--- src/rtl/cnn_frame_streamer_if.sv ---
// Frame streamer bus: control, frame-memory read port and pixel stream.
// master = streamer side, slave = memory / consumer side.
interface cnn_frame_streamer_if #(
    parameter int DATA_W = 9,
    parameter int ADDR_W = 10,
    parameter int RC_W   = 5
);
    logic                     start;
    logic                     hold;
    logic                     rom_en;
    logic [ADDR_W-1:0]        rom_addr;
    logic signed [DATA_W-1:0] rom_data;
    logic signed [DATA_W-1:0] pix_out;
    logic                     pix_valid;
    logic [RC_W-1:0]          pix_row;
    logic [RC_W-1:0]          pix_col;
    logic                     win_valid;
    logic                     frame_last;
    logic                     busy;
    logic                     done;

    modport master (
        input  start, hold, rom_data,
        output rom_en, rom_addr, pix_out, pix_valid, pix_row, pix_col,
        output win_valid, frame_last, busy, done
    );

    modport slave (
        output start, hold, rom_data,
        input  rom_en, rom_addr, pix_out, pix_valid, pix_row, pix_col,
        input  win_valid, frame_last, busy, done
    );
endinterface

--- src/rtl/cnn_frame_streamer.sv ---
// Reads one raster-order frame from a sync-read memory and streams it
// as registered pixels with row/col tags and a KxK window-valid flag.
module cnn_frame_streamer #(
    parameter int IMG_W  = 28,
    parameter int IMG_H  = 28,
    parameter int DATA_W = 9,
    parameter int ADDR_W = 10,
    parameter int K      = 5,
    parameter int RC_W   = 5
) (
    input logic clk,
    input logic rstn,
    cnn_frame_streamer_if.master bus
);
    localparam int NPIX = IMG_W * IMG_H;
    localparam logic [ADDR_W-1:0] LAST_ADDR = ADDR_W'(NPIX - 1);
    localparam logic [RC_W-1:0]   ROW_MAX   = RC_W'(IMG_H - 1);
    localparam logic [RC_W-1:0]   COL_MAX   = RC_W'(IMG_W - 1);
    localparam logic [RC_W-1:0]   WIN_MIN   = RC_W'(K - 1);

    typedef enum logic [1:0] {IDLE, READ, DRAIN, DONE} state_t;

    state_t            state;
    state_t            state_nx;
    logic              en_nx;
    logic [ADDR_W-1:0] addr_nx;
    logic              issue_d;
    logic [RC_W-1:0]   row_cnt;
    logic [RC_W-1:0]   col_cnt;
    logic              go;
    logic              last_issue;
    logic              last_pix;

    assign go         = (state == IDLE) && bus.start;
    assign last_issue = (state == READ) && bus.rom_en
                        && (bus.rom_addr == LAST_ADDR);
    assign last_pix   = bus.pix_valid && bus.frame_last;
    assign bus.busy   = (state != IDLE);
    assign bus.done   = (state == DONE);

    // Next state and next read request; rom_addr keeps the last issued
    // address across hold bubbles so the next issue is simply +1.
    always_comb begin
        state_nx = state;
        en_nx    = 1'b0;
        addr_nx  = bus.rom_addr;
        unique case (state)
            IDLE: begin
                if (bus.start) begin
                    state_nx = READ;
                    en_nx    = 1'b1;
                    addr_nx  = '0;
                end
            end
            READ: begin
                if (last_issue) begin
                    state_nx = DRAIN;
                end else if (!bus.hold) begin
                    en_nx   = 1'b1;
                    addr_nx = bus.rom_addr + 1'b1;
                end
            end
            DRAIN: begin
                if (last_pix) state_nx = DONE;
            end
            DONE: begin
                state_nx = IDLE;
            end
            default: begin
                state_nx = IDLE;
            end
        endcase
    end

    // State register.
    always_ff @(posedge clk or negedge rstn) begin
        if (!rstn) state <= IDLE;
        else       state <= state_nx;
    end

    // Registered memory read port.
    always_ff @(posedge clk or negedge rstn) begin
        if (!rstn) begin
            bus.rom_en   <= 1'b0;
            bus.rom_addr <= '0;
        end else begin
            bus.rom_en   <= en_nx;
            bus.rom_addr <= addr_nx;
        end
    end

    // Pixel pipeline: issue flag delayed to match memory latency, then
    // data and tags registered together; row/col counters name the
    // next pixel to come out.
    always_ff @(posedge clk or negedge rstn) begin
        if (!rstn) begin
            issue_d        <= 1'b0;
            row_cnt        <= '0;
            col_cnt        <= '0;
            bus.pix_out    <= '0;
            bus.pix_valid  <= 1'b0;
            bus.pix_row    <= '0;
            bus.pix_col    <= '0;
            bus.win_valid  <= 1'b0;
            bus.frame_last <= 1'b0;
        end else begin
            issue_d <= bus.rom_en;
            if (go) begin
                row_cnt        <= '0;
                col_cnt        <= '0;
                bus.pix_row    <= '0;
                bus.pix_col    <= '0;
                bus.pix_valid  <= 1'b0;
                bus.win_valid  <= 1'b0;
                bus.frame_last <= 1'b0;
            end else if (issue_d) begin
                bus.pix_out    <= bus.rom_data;
                bus.pix_valid  <= 1'b1;
                bus.pix_row    <= row_cnt;
                bus.pix_col    <= col_cnt;
                bus.win_valid  <= (row_cnt >= WIN_MIN)
                                  && (col_cnt >= WIN_MIN);
                bus.frame_last <= (row_cnt == ROW_MAX)
                                  && (col_cnt == COL_MAX);
                if (col_cnt == COL_MAX) begin
                    col_cnt <= '0;
                    row_cnt <= (row_cnt == ROW_MAX) ? '0
                                                    : row_cnt + 1'b1;
                end else begin
                    col_cnt <= col_cnt + 1'b1;
                end
            end else begin
                bus.pix_valid  <= 1'b0;
                bus.win_valid  <= 1'b0;
                bus.frame_last <= 1'b0;
            end
        end
    end
endmodule

--- src/flat_wrapper.sv ---
// flat-port wrapper written by rule: the top's interface ports become plain ports
module cnn_frame_streamer_flat 
#(
    parameter int IMG_W  = 28,
    parameter int IMG_H  = 28,
    parameter int DATA_W = 9,
    parameter int ADDR_W = 10,
    parameter int K      = 5,
    parameter int RC_W   = 5
)
  (clk, rstn, bus_start, bus_hold, bus_rom_data, bus_rom_en, bus_rom_addr, bus_pix_out, bus_pix_valid, bus_pix_row, bus_pix_col, bus_win_valid, bus_frame_last, bus_busy, bus_done);
  cnn_frame_streamer_if #(.DATA_W(DATA_W), .ADDR_W(ADDR_W), .RC_W(RC_W)) bus_i ();
  input logic clk;
  input logic rstn;
  input wire logic [$bits(bus_i.start)-1:0] bus_start;
  input wire logic [$bits(bus_i.hold)-1:0] bus_hold;
  input wire logic [$bits(bus_i.rom_data)-1:0] bus_rom_data;
  output wire logic [$bits(bus_i.rom_en)-1:0] bus_rom_en;
  output wire logic [$bits(bus_i.rom_addr)-1:0] bus_rom_addr;
  output wire logic [$bits(bus_i.pix_out)-1:0] bus_pix_out;
  output wire logic [$bits(bus_i.pix_valid)-1:0] bus_pix_valid;
  output wire logic [$bits(bus_i.pix_row)-1:0] bus_pix_row;
  output wire logic [$bits(bus_i.pix_col)-1:0] bus_pix_col;
  output wire logic [$bits(bus_i.win_valid)-1:0] bus_win_valid;
  output wire logic [$bits(bus_i.frame_last)-1:0] bus_frame_last;
  output wire logic [$bits(bus_i.busy)-1:0] bus_busy;
  output wire logic [$bits(bus_i.done)-1:0] bus_done;
  assign bus_i.start = bus_start;
  assign bus_i.hold = bus_hold;
  assign bus_i.rom_data = bus_rom_data;
  assign bus_rom_en = bus_i.rom_en;
  assign bus_rom_addr = bus_i.rom_addr;
  assign bus_pix_out = bus_i.pix_out;
  assign bus_pix_valid = bus_i.pix_valid;
  assign bus_pix_row = bus_i.pix_row;
  assign bus_pix_col = bus_i.pix_col;
  assign bus_win_valid = bus_i.win_valid;
  assign bus_frame_last = bus_i.frame_last;
  assign bus_busy = bus_i.busy;
  assign bus_done = bus_i.done;
  cnn_frame_streamer #(.IMG_W(IMG_W), .IMG_H(IMG_H), .DATA_W(DATA_W), .ADDR_W(ADDR_W), .K(K), .RC_W(RC_W)) u_core (.clk(clk), .rstn(rstn), .bus(bus_i));
endmodule
--- config.mk ---
export PLATFORM = sky130hd
export DESIGN_NAME = cnn_frame_streamer_flat
export DESIGN_NICKNAME = d
export VERILOG_FILES = /design/src/rtl/cnn_frame_streamer_if.sv /design/src/rtl/cnn_frame_streamer.sv /design/src/flat_wrapper.sv
export SDC_FILE = /design/constraint.sdc
export NUM_CORES = 1
export LEC_CHECK = 0
export CAP_MARGIN = 20
export CORE_ASPECT_RATIO = 0.75
export CORE_UTILIZATION = 30
export CTS_BUF_LIST = sky130_fd_sc_hd__clkbuf_4 sky130_fd_sc_hd__clkbuf_8
export DETAILED_ROUTE_END_ITERATION = 10
export DONT_BUFFER_PORTS = 1
export GPL_ROUTABILITY_DRIVEN = 0
export SYNTH_ARGS = -nofsm -noshare
export SYNTH_HDL_FRONTEND = slang
export SYNTH_SLANG_ARGS = --single-unit
--- constraint.sdc ---
create_clock -name clk -period 2.6 [get_ports clk]
set_input_delay 0.52 -clock clk [delete_from_list [all_inputs] [get_ports clk]]
set_output_delay 0.52 -clock clk [all_outputs]
set_load 0.03 [all_outputs]
Yosys cells after proc, flatten, opt, wreduce, memory -nomap -nowiden:

Cells that the tools add are included.

* add/subtract/negate cells: 3
* magnitude comparators: 2
* equal/unequal tests: 11
* muxes and demuxes: 29
* bitwise logic cells: 1
* reductions and logical operators: 15

Operator list (count)
* 5-bit two-way mux: 11
* 10-bit two-way mux: 3
* 10-bit case mux with 2 select lines: 1
* 10-bit by 1-bit adder with 10-bit output, second input constant: 1
* 5-bit by 1-bit adder with 5-bit output, second input constant: 2
* 10-bit == test, second input constant: 1
* 5-bit == test, second input constant: 2
* 5-bit by 3-bit >= comparator with 1-bit output, second input constant: 2
* 1-bit two-way mux: 9
* 2-bit case mux with 4 select lines: 1
* 2-bit nonzero test: 4
* 1-bit logical AND: 6
* 2-bit two-way mux: 3
* 2-bit != test, second input constant: 3
* 2-bit == test, second input constant: 2
* 2-bit by 1-bit != test with 1-bit output, second input constant: 2
* 2-bit AND reduction: 2
* 4-bit AND reduction: 1
* 3-bit AND reduction: 1
* 2-bit by 1-bit == test with 1-bit output, second input constant: 1
* 2-bit zero test: 1
* 1-bit case mux with 2 select lines: 1
* 1-bit NOT: 1

* register bits: 46
* bits of input ports: 13
* output and inout port bits: 35
* word-level logic and storage cells: 73

Depth between registers and ports, before layout:

* depth after elaboration: 5
* depth in mapped cells: 8
* mapped depth without buffers: 6

Worst setup path after synthesis:

Ideal clock, no wire load.

* kind: reg-to-reg
* start: reg u_core.bus.rom_addr[0]
* end: reg u_core.bus.rom_addr[9]
* arrival: 1.822 ns
* data required time: 2.474 ns
* setup slack: 0.652 ns
* stages on the path, launching flop included: 7
* period minus slack after synthesis: 1.948 ns
* path through: dfrtp_1 -> ha_1 -> nand3_1 -> nor3_4 -> or2_1 -> buf_4 -> a221o_2

* word-level cells in the longest chain between the ends: 4

RTL lines
* start: declaration: line cnn_frame_streamer_if.sv:24 `output rom_en, rom_addr, pix_out, pix_valid, pix_row, pix_col,`
* start signal: assignment: line cnn_frame_streamer.sv:88 `bus.rom_addr <= addr_nx;`
* 10-bit by 1-bit adder with 10-bit output / 10-bit == test (equally long branches): line cnn_frame_streamer.sv:60, cnn_frame_streamer.sv:36
* 10-bit two-way mux / 1-bit logical AND (equally long branches): line cnn_frame_streamer.sv:58, cnn_frame_streamer.sv:36
* 10-bit two-way mux / 2-bit != test (equally long branches)
* 10-bit case mux with 2 select lines / 4-bit AND reduction (equally long branches)

Several ways; a longest one is shown, not always the timed one. The select of a mux whose other input is x is not followed.
A chain may end at the register's enable or synchronous reset.

Final worst setup path:

Same ends and word-level chain as after synthesis.

==> flow_summary.ini <==
[synthesis]
seq_area_frac_synth_pct = 51.1
synthDominantCellAreaShare_pct = 51.1
synthFlopType = dfrtp_1
synthesized_netlist_cell_count = 209
most_area_hungry_cell_type_in_the_yosys_netlist = dfrtp_1
syn_area_um2 = 2250
synth_edf_count = 0
synth.top_cells.by_area = dfrtp_1 51%, mux2i_1 5.3%, ha_1 5.0%
syn_area_per_cell_um2 = 10.8
ys_async_sr_fraction_pct = 100
yosysWarningCount = 0
synth.distinct_cells = 46
ys_ff_latch = 46
synth_fp_nets = 231

[setup_path]
crit_path_max_fanout = 9
critical_path_required_ps = 2790
cpPeakStageDelay_ps = 530
crit_type = flop to flop
cp_slowest_cell = dfrtp_1
critical_path.cell_chain = ha_1, nand3_1, nor3_4, or2_1, a221o_2
cp_data_arrival_time_ps = 2290
setup.worst_path.end_class = flop
reg2reg_setup_slack_ps = 500
worst_setup_path_start_kind = flop

[timing]
worst_max_slew_pin_slew_ps = 563
setup_repair_after_global_routing_missed_its_margin = false
maxSlewHeadroom_pct = 62.4
finClkSkew_ps = 7.99
fin_tns_setup_ps = 0
fmaxAchievable_mhz = 476
timing.final.hold_violations = 0
finalSetupViolCount = 0
timing.final.max_slew_violations = 0
layout_min_cycle_time_ps = 2100
period_share_pct = 80.9

[worst_hold_path]
hold_path.class = input pin to async pin

[floorplanning]
die_span_in_x_um = 102
die-height_um = 77.0
boundary_pin_count = 48
start_util_pct = 32.1
core_area_um2 = 7030
placementRows = 26
die-area_um2 = 7860

[global_route]
gr-total-overflow = 0
grt_max_degree = 47
first_global_vias = 1545
wire_length_of_the_first_global_routing_pass_um = 7880
gr-usage-all-layers_pct = 12.8
antenna_violations_before_repair = 0

[place]
place.detailed.instances = 304
dp_hpwl_um = 3160
numPortBuffers = 0

[drt]
route.detailed.drc = 0
drtPass1Iterations = 4
wl_um = 4630
iteration_0_drc_markers = 155
routed-via-count = 1569
avgRoutedWirePerCell_um = 14.8
avgViaCountPerCell = 5.01
antenna_violating_nets_post_route = 0

[run_status]
status = finished, final reports clean

[cts]
clk-insertion-delay-late_ps = 300
cts.reportedPaths.clkPinSlew_ps = 90
number_of_buffers_on_the_longest_clock_path = 2
cts.sink_count = 46
cts.root.buffer_cell = clkbuf_8
postCtsResizedCells = 0
tritoncts = yes
cts-htree-levels = 2
numCtsBuffers = 5

[finish]
final_net_count = 236
instances_no_fill = 313
final_cell_mix = 46 x dfrtp_1, 19 x nor2_1, 17 x nand2_1
antennaDiodeCount = 0
area_growth_pct = 13.2
layout.cells.most_common = dfrtp_1
fraction_of_the_core_area_covered_by_cells_at_the_end_of_the_flow_pct = 36.3
layout.filler_cells = 725
fraction_of_layout_cells_with_a_size_suffix_above_1_pct = 15.8

[flow_run]
max_cap_violations = 0

[power]
pwr_density_cell_nw_per_um2 = 1180
power.ir.vdd_worst_mv = 0.546
p_leak_nw = 1.12
[what timing repair did]
item | in CTS | in global routing
buffers inserted | 0 | 0
hold buffers | 1 | 0
hold endpoints to repair | 46 | 0
[layer usage]
layer,up-vias,part of all wire [%],wire (um),GRT usage (%)
met1,766,54,2490,20.2
met2,42,40,1830,17.0
met5,-,0,0,0
met3,4,6.1,284,3.56
li1,757,-,-,-
met4,0,0.45,21,2.71
[cell families after synthesis]
family | after synthesis | synth area share, %
AOI/OAI and AO/OA | 39 | 12.4
buffers and inverters | 19 | 3.61
muxes | 21 | 9.83
DFF | 46 | 51.1
and+or+nand+nor | 75 | 18.1
adders and majority gates | 9 | 5.00
[final timing paths]
| kind | startpoint | endpoint | cells after the start |
|---|---|---|---|
| setup / recovery | u_core.bus.rom_addr[0] | u_core.bus.rom_addr[9] | 5 |
| min in group clk | bus_hold | u_core.bus.rom_en | 1 |
| setup reg to reg | u_core.bus.rom_addr[0] | u_core.bus.rom_addr[9] | 5 |
| max in group asynchronous | rstn | u_core.bus.rom_addr[4] | 1 |
| hold / removal | rstn | u_core.row_cnt[4] | 1 |
| hold reg to reg | u_core.col_cnt[3] | u_core.col_cnt[3] | 1 |
[power by group]
group          leakage, nW  total (mW)  switching, mW  internal (mW)
registers            0.609        1.42          0.502          0.916
clock network       0.0714       0.656          0.246          0.410
logic                0.445       0.930          0.548          0.382
[layout make-up]
type,instances,area [um2],area share [%]
multi-input combinational,144,1020,40.0
clock inverter,2,60.1,2.36
clock buffer,6,82.6,3.24
inverter,9,33.8,1.32
timing repair buffer,8,80.1,3.14
sequential,46,1150,45.1
tap,98,123,4.81
[critical path: cells and delay by family, from the launching register on]
kind	cells	cell delay [ps]
compound gates	1	430
simple gates	3	740
fa+ha+maj	1	300
flops	1	530
[Yosys cell counts, types with 2 or more instances]
library cell,instances
mux2_2,9
a211o_1,2
clkbuf_1,6
nand2b_1,3
mux2i_1,12
nand3_1,5
buf_2,2
nor4_1,2
nor3b_1,2
inv_1,9
nand4_1,3
nand4b_1,2
ha_1,9
nor2_1,19
and2_1,2
nor2b_1,2
a21oi_1,12
buf_4,2
o21ai_0,6
nand2_1,17
nand3b_1,2
nor3_1,7
o211ai_1,4
dfrtp_1,46
or4b_2,2
o41ai_1,2
[flip-flops by register name, summed over array words and instances, names as in the netlist]
register / count
u_core.bus.pix_col: 5
u_core.bus.win_valid: 1
u_core.bus.pix_valid: 1
u_core.bus.pix_out: 9
u_core.state: 2
u_core.bus.pix_row: 5
u_core.bus.rom_addr: 10
u_core.bus.rom_en: 1
u_core.bus.frame_last: 1
u_core.row_cnt: 5
u_core.col_cnt: 5
u_core.issue_d: 1
[through the flow]
step	setup WS [ps]	power (mW)	hold WS [ps]	area (um2)
finish	497	3.00	63.5	2550
global route	392	3.21	63.7	2550
CTS	494	3.03	64.5	2550
detailed placement	500	2.35	225	2380
global placement	534	2.32	225	2380
floorplan	652	2.11	224	2250
Power figures use the tool's default switching activity.
